### src/rtl/fxp_round_arb.sv
// -----------------------------------------------------------------------------
// fxp_round_arb
//
// Two-requester round-robin front end for a shared fixed-point rounding unit.
// One request is granted per cycle at most. The granted payload (vxrm mode, the
// per-lane rounding bits and the unrounded vector) is steered combinationally
// onto the ru_* bus. The rounding unit's combinational sum (ru_vec_out) is
// captured into the output register on the next rising edge. Latency is one
// cycle, and the design sustains one result per cycle while out_ready is high.
//
// Ports
//   clk          sole clock, rising edge
//   rst          asynchronous reset, active low
//   req_valid    [1:0]              request valid, bit i = requester i
//   req_ready    [1:0]              one-hot grant (request accepted this cycle)
//   req_vxrm     [3:0]              rounding mode, bits [2i+1:2i] = requester i
//   req_vec      [2*DATA_WIDTH-1:0] unrounded vector, slice i = requester i
//   req_d        [2*DW_B-1:0]       per-lane v[d] bit, slice i = requester i
//   req_d1       [2*DW_B-1:0]       per-lane v[d-1] bit
//   req_d10      [2*DW_B-1:0]       per-lane sticky bit of v[d-2:0]
//   ru_vxrm      [1:0]              mode to the rounding unit
//   ru_v_d/_d1/_d10 [DW_B-1:0]      lane bits to the rounding unit
//   ru_vec_in    [DATA_WIDTH-1:0]   vector to the rounding unit
//   ru_in_valid                     rounding-unit operand valid
//   ru_vec_out   [DATA_WIDTH-1:0]   combinational result from the rounding unit
//   out_valid                       result held in the output register
//   out_ready                       downstream accepts the result
//   out_vec      [DATA_WIDTH-1:0]   registered rounded result
//   out_id                          requester that produced out_vec
// -----------------------------------------------------------------------------
module fxp_round_arb #(
   parameter int DATA_WIDTH = 64,
   parameter int DW_B       = DATA_WIDTH / 8
) (
   input  logic                      clk,
   input  logic                      rst,
   input  logic [1:0]                req_valid,
   output logic [1:0]                req_ready,
   input  logic [3:0]                req_vxrm,
   input  logic [2*DATA_WIDTH-1:0]   req_vec,
   input  logic [2*DW_B-1:0]         req_d,
   input  logic [2*DW_B-1:0]         req_d1,
   input  logic [2*DW_B-1:0]         req_d10,
   output logic [1:0]                ru_vxrm,
   output logic [DW_B-1:0]           ru_v_d,
   output logic [DW_B-1:0]           ru_v_d1,
   output logic [DW_B-1:0]           ru_v_d10,
   output logic [DATA_WIDTH-1:0]     ru_vec_in,
   output logic                      ru_in_valid,
   input  logic [DATA_WIDTH-1:0]     ru_vec_out,
   output logic                      out_valid,
   input  logic                      out_ready,
   output logic [DATA_WIDTH-1:0]     out_vec,
   output logic                      out_id
);

   typedef enum logic {
      EMPTY = 1'b0,
      FULL  = 1'b1
   } state_t;

   state_t                  state_q, state_d;
   logic                    ptr_q, ptr_d;
   logic [DATA_WIDTH-1:0]   out_vec_q;
   logic                    out_id_q;

   logic                    can_accept;
   logic [1:0]              gnt;
   logic                    gnt_any;
   logic                    gnt_idx;

   // Per-requester views of the packed request buses.
   logic [1:0]              vxrm_a [2];
   logic [DATA_WIDTH-1:0]   vec_a  [2];
   logic [DW_B-1:0]         d_a    [2];
   logic [DW_B-1:0]         d1_a   [2];
   logic [DW_B-1:0]         d10_a  [2];

   generate
      for (genvar gi = 0; gi < 2; gi++) begin : g_unpack
         assign vxrm_a[gi] = req_vxrm[2*gi +: 2];
         assign vec_a[gi]  = req_vec[gi*DATA_WIDTH +: DATA_WIDTH];
         assign d_a[gi]    = req_d[gi*DW_B +: DW_B];
         assign d1_a[gi]   = req_d1[gi*DW_B +: DW_B];
         assign d10_a[gi]  = req_d10[gi*DW_B +: DW_B];
      end
   endgenerate

   // ---------------------------------------------------------------------------
   // Arbitration
   // ---------------------------------------------------------------------------
   assign can_accept = (state_q == EMPTY) | out_ready;

   // rst gates the grant so that no request is accepted and nothing is
   // presented to the rounding unit while reset is held, even between edges.
   always_comb begin
      gnt = 2'b00;
      if (rst && can_accept) begin
         if (req_valid == 2'b11) begin
            gnt = ptr_q ? 2'b10 : 2'b01;
         end else begin
            gnt = req_valid;
         end
      end
   end

   assign gnt_any = |gnt;
   assign gnt_idx = gnt[1];

   // After a grant the other requester becomes favoured. This gives strict
   // alternation when both requesters are valid back to back.
   assign ptr_d = gnt_any ? ~gnt_idx : ptr_q;

   // ---------------------------------------------------------------------------
   // FSM: state register
   // ---------------------------------------------------------------------------
   always_ff @(posedge clk or negedge rst) begin
      if (!rst) begin
         state_q <= EMPTY;
      end else begin
         state_q <= state_d;
      end
   end

   // ---------------------------------------------------------------------------
   // FSM: next state
   // ---------------------------------------------------------------------------
   always_comb begin
      state_d = state_q;
      case (state_q)
         EMPTY: begin
            if (gnt_any) state_d = FULL;
         end
         FULL: begin
            if (gnt_any) begin
               state_d = FULL;
            end else if (out_ready) begin
               state_d = EMPTY;
            end
         end
         default: state_d = EMPTY;
      endcase
   end

   // ---------------------------------------------------------------------------
   // FSM: outputs and rounding-unit steering
   // ---------------------------------------------------------------------------
   always_comb begin
      out_valid   = (state_q == FULL);
      req_ready   = gnt;
      ru_in_valid = 1'b0;
      ru_vxrm     = '0;
      ru_v_d      = '0;
      ru_v_d1     = '0;
      ru_v_d10    = '0;
      ru_vec_in   = '0;
      if (gnt_any) begin
         ru_in_valid = 1'b1;
         ru_vxrm     = vxrm_a[gnt_idx];
         ru_v_d      = d_a[gnt_idx];
         ru_v_d1     = d1_a[gnt_idx];
         ru_v_d10    = d10_a[gnt_idx];
         ru_vec_in   = vec_a[gnt_idx];
      end
   end

   // ---------------------------------------------------------------------------
   // Result register and priority pointer
   // ---------------------------------------------------------------------------
   always_ff @(posedge clk or negedge rst) begin
      if (!rst) begin
         out_vec_q <= '0;
         out_id_q  <= 1'b0;
         ptr_q     <= 1'b0;
      end else begin
         ptr_q <= ptr_d;
         // The result is kept after the downstream takes it. Only a new grant
         // overwrites it.
         if (gnt_any) begin
            out_vec_q <= ru_vec_out;
            out_id_q  <= gnt_idx;
         end
      end
   end

   assign out_vec = out_vec_q;
   assign out_id  = out_id_q;

endmodule

### config.mk
export PLATFORM = sky130hd
export DESIGN_NAME = fxp_round_arb
export DESIGN_NICKNAME = d
export VERILOG_FILES = /design/src/rtl/fxp_round_arb.sv
export SDC_FILE = /design/constraint.sdc
export NUM_CORES = 1
export LEC_CHECK = 0
export CAP_MARGIN = 10
export CORE_AREA = 2 2 156 158
export DETAILED_ROUTE_END_ITERATION = 10
export DIE_AREA = 0 0 158 160
export PLACE_DENSITY = 0.54
export RECOVER_POWER = 100
export SLEW_MARGIN = 20
export SYNTH_ARGS = -nofsm -noshare
export SYNTH_HDL_FRONTEND = slang
export SYNTH_SLANG_ARGS = --single-unit
export TNS_END_PERCENT = 10
### constraint.sdc
create_clock -name clk -period 1.9 [get_ports clk]
set_input_delay 0.19 -clock clk [delete_from_list [all_inputs] [get_ports clk]]
set_output_delay 0.19 -clock clk [all_outputs]
set_load 0.01 [all_outputs]
==> results.sh <==
export IMPL_diodes=0
export IMPL_muxShareOfSynthArea_pct=20.6
export IMPL_slew_violations=68
export IMPL_boundaryPins=408
export IMPL_slowest_delay_ps=390
export IMPL_hp_class="primary input to register"
export IMPL_p_sw_share_pct=27.4
export IMPL_cts_tree="yes"
export IMPL_clkPwrFrac_pct=28.3
export IMPL_route_detailed_drc=0
export IMPL_synth_top_area_share_pct=48.0
export IMPL_grt_pass1_vias=4355
export IMPL_tightest_slew_ps=1550
export IMPL_path_max_fanout=5
export IMPL_first_pass_iters=4
export IMPL_worst_r2r_setup_slack_ps=180
export IMPL_p_leak_nw=3.64
export IMPL_syn_nets=510
export IMPL_synthFlopType="dfrtp_1"
export IMPL_clkLatencyLatePin_ps=330
export IMPL_ys_warn_count=0
export IMPL_grt_util_all_layers_pct=15.5
export IMPL_post_synth_instance_area_um2=3500
export IMPL_drtIter0Drc=155
export IMPL_period_minus_slack_ps=2060
export IMPL_p_comb_share_pct=41.1
export IMPL_rsz0062_at_grt="true"
export IMPL_critPathMostFrequentCell="buf_6"
export IMPL_routedWlPerCell_um=20.0
export IMPL_numCtsBuffers=9
export IMPL_start_util_pct=14.7
export IMPL_crit_slowest_cell="dfrtp_1"
export IMPL_ir_drop_uv=531
export IMPL_cts_buffer_depth=2
export IMPL_cts_max_level=3
export IMPL_synthArstFlopShare_pct=100
export IMPL_cp_required_ps=1710
export IMPL_synthCells=261
export IMPL_power_density_nw_per_um2=705
export IMPL_ant_nets=0
export IMPL_clk_pin_slew_worst_paths_ps=60
export IMPL_cap_viol_max_count=1
export IMPL_cp_arrival_ps=1870
export IMPL_synth_top_family_by_area="compound AO/OA/AOI/OAI gates"
export IMPL_hold_buffers=0
export IMPL_fp_dieW_um=158
export IMPL_synth_most_common_cell="a22o_1"
export IMPL_synth_simple_gate_area_share_pct=1.29
export IMPL_core_area_um2=23800
export IMPL_path_buf_inv=5
export IMPL_yosys_area_top_type="dfrtp_1"
export IMPL_end_kind="output pin"
export IMPL_cts_sinks=67
export IMPL_drive_gt1_share_pct=27.6
export IMPL_post_drt_via_cell_ratio=4.05
export IMPL_synth_distinct_cells=19
export IMPL_synth_adder_area_share_pct=0
export IMPL_port_buffers=407
export IMPL_start_kind="register"
export IMPL_grt_max_degree=68
export IMPL_antenna_found_initial=0
export IMPL_yosys_top_cells_area="dfrtp_1, a22o_1, mux2_2"
export IMPL_synth_compound_area_share_pct=23.5
export IMPL_syn_to_final_growth_pct=142
export IMPL_slew_headroom_pct=-3.51
export IMPL_overflow=0
export IMPL_fin_worst_skew_ps=6.66
export IMPL_fmax_mhz=485
export IMPL_cts_root_buf="clkbuf_16"
export IMPL_failed_checks="capacitance limit, slew limit, setup timing"
export IMPL_whs_ps=198
export IMPL_grt_pass1_wl_um=28600
export IMPL_die_area_um2=25300
export IMPL_gp_congestion=0.862
export IMPL_nets=948
export IMPL_instances_no_fill=1027
export IMPL_finalHoldViolCount=0
export IMPL_synth_seq_area_share_pct=48.0
export IMPL_synth_commonest_cells="a22o_1, dfrtp_1, mux2_2"
export IMPL_placed_cells=997
export IMPL_vias=4155
export IMPL_syn_area_per_cell_um2=13.4
export IMPL_pre_cts_ws_ps=-539
export IMPL_die_h_um=160
export IMPL_synth_edf_count=0
export IMPL_synthXorXnorAreaFrac_pct=0
export IMPL_drt_total_wl_um=20500
export IMPL_p_sw_mw=1.63
export IMPL_status="finished, violations left"
export IMPL_path_class="register to output pin"
export IMPL_core_rowCount=57
export IMPL_finalWorstSetupSlack_ps=-162
export IMPL_p_int_mw=4.32
export IMPL_period_share_pct=109
export IMPL_ys_seq_elements=67
export IMPL_hpwl_um=16400
export IMPL_power_frac_seq_pct=30.6
export IMPL_cp_cell_sequence="buf_6, o2111a_2, buf_6, buf_16, buf_6, a22o_4, buf_6"
export IMPL_setup_violations=89
export IMPL_crit_family="buffers and inverters"
==> sequential cells by signal (all words and copies together), names as in the netlist <==
signal     flops
out_vec       64
out_id         1
out_valid      1
ptr_q          1
==> final cells by class <==
type / count / area [um2]
multi-input combinational: 164 / 1600
tap: 324 / 405
clock buffer: 13 / 260
clock inverter: 2 / 35.0
timing repair buffer: 454 / 4460
sequential: 67 / 1680
fill: 2441 / 15400
inverter: 3 / 11.3
==> layer usage <==
metal	wire, um	track usage, %	vias up
met5	0	0	-
met4	816	7.49	0
met3	2110	5.67	33
met2	10000	26.7	231
met1	7550	16.6	1993
li1	-	-	1898
==> placed cells by master, fill, tap and decap left out, types with 2 or more instances in the layout <==
cell type,count
clkbuf_8,2
dfrtp_1,67
mux2_1,28
buf_12,13
inv_1,3
dlygate4sd2_1,2
a22o_1,89
clkbuf_1,2
buf_2,58
buf_8,2
mux2_2,36
buf_16,3
clkdlybuf4s50_1,312
clkbuf_16,9
buf_6,47
buf_4,16
==> power by group through the flow <==
stage	combinational (mW)	sequential, mW	clock [mW]
floorplan	0.646	1.96	0
global placement	2.45	1.83	0
detailed placement	2.44	1.84	0
CTS	2.46	1.82	1.77
global route	2.59	1.86	1.82
finish	2.45	1.82	1.69
==> path summary, 6_finish.rpt <==
| check | cells after the start | end | startpoint |
|---|---|---|---|
| max reg2reg | 6 | out_vec[1] | out_valid |
| max | 7 | ru_vec_in[3] | ptr_q |
| min reg2reg | 1 | out_vec[21] | out_vec[21] |
| max in group asynchronous | 2 | out_vec[60] | rst |
| min in group asynchronous | 2 | out_vec[15] | rst |
| min | 3 | ptr_q | rst |
==> worst register-to-register path: cells and delay by family, from the launching register on <==
kind	cells	cell delay (ps)
buf+inv	3	600
flops	1	410
mux	1	400
compound gates	1	120
simple gates	1	80
==> kinds of logic after synthesis <==
logic type | Yosys count
and+or+nand+nor | 6
DFF | 67
AOI/OAI and AO/OA | 94
muxes | 64
buffers and inverters | 30
==> timing repair <==
action                     in CTS  in global routing
buffers inserted               12                  1
gates resized for setup       418                 24
gates cloned                    4                  0
pin swaps                      43                 19
setup endpoints to repair      93                 92
==> per-stage QoR <==
stage | total power [mW] | utilization (%) | instance area, um2 | setup TNS, ps
global route | 6.26 | 35.5 | 8450 | -13250
finish | 5.95 | 35.5 | 8450 | -6590
global placement | 4.28 | 34.1 | 8130 | -50640
CTS | 6.05 | 35.2 | 8390 | -10770
detailed placement | 4.28 | 34.1 | 8130 | -50240
floorplan | 2.61 | - | 3500 | 0
Note: power is estimated with default switching activity, not from simulation.
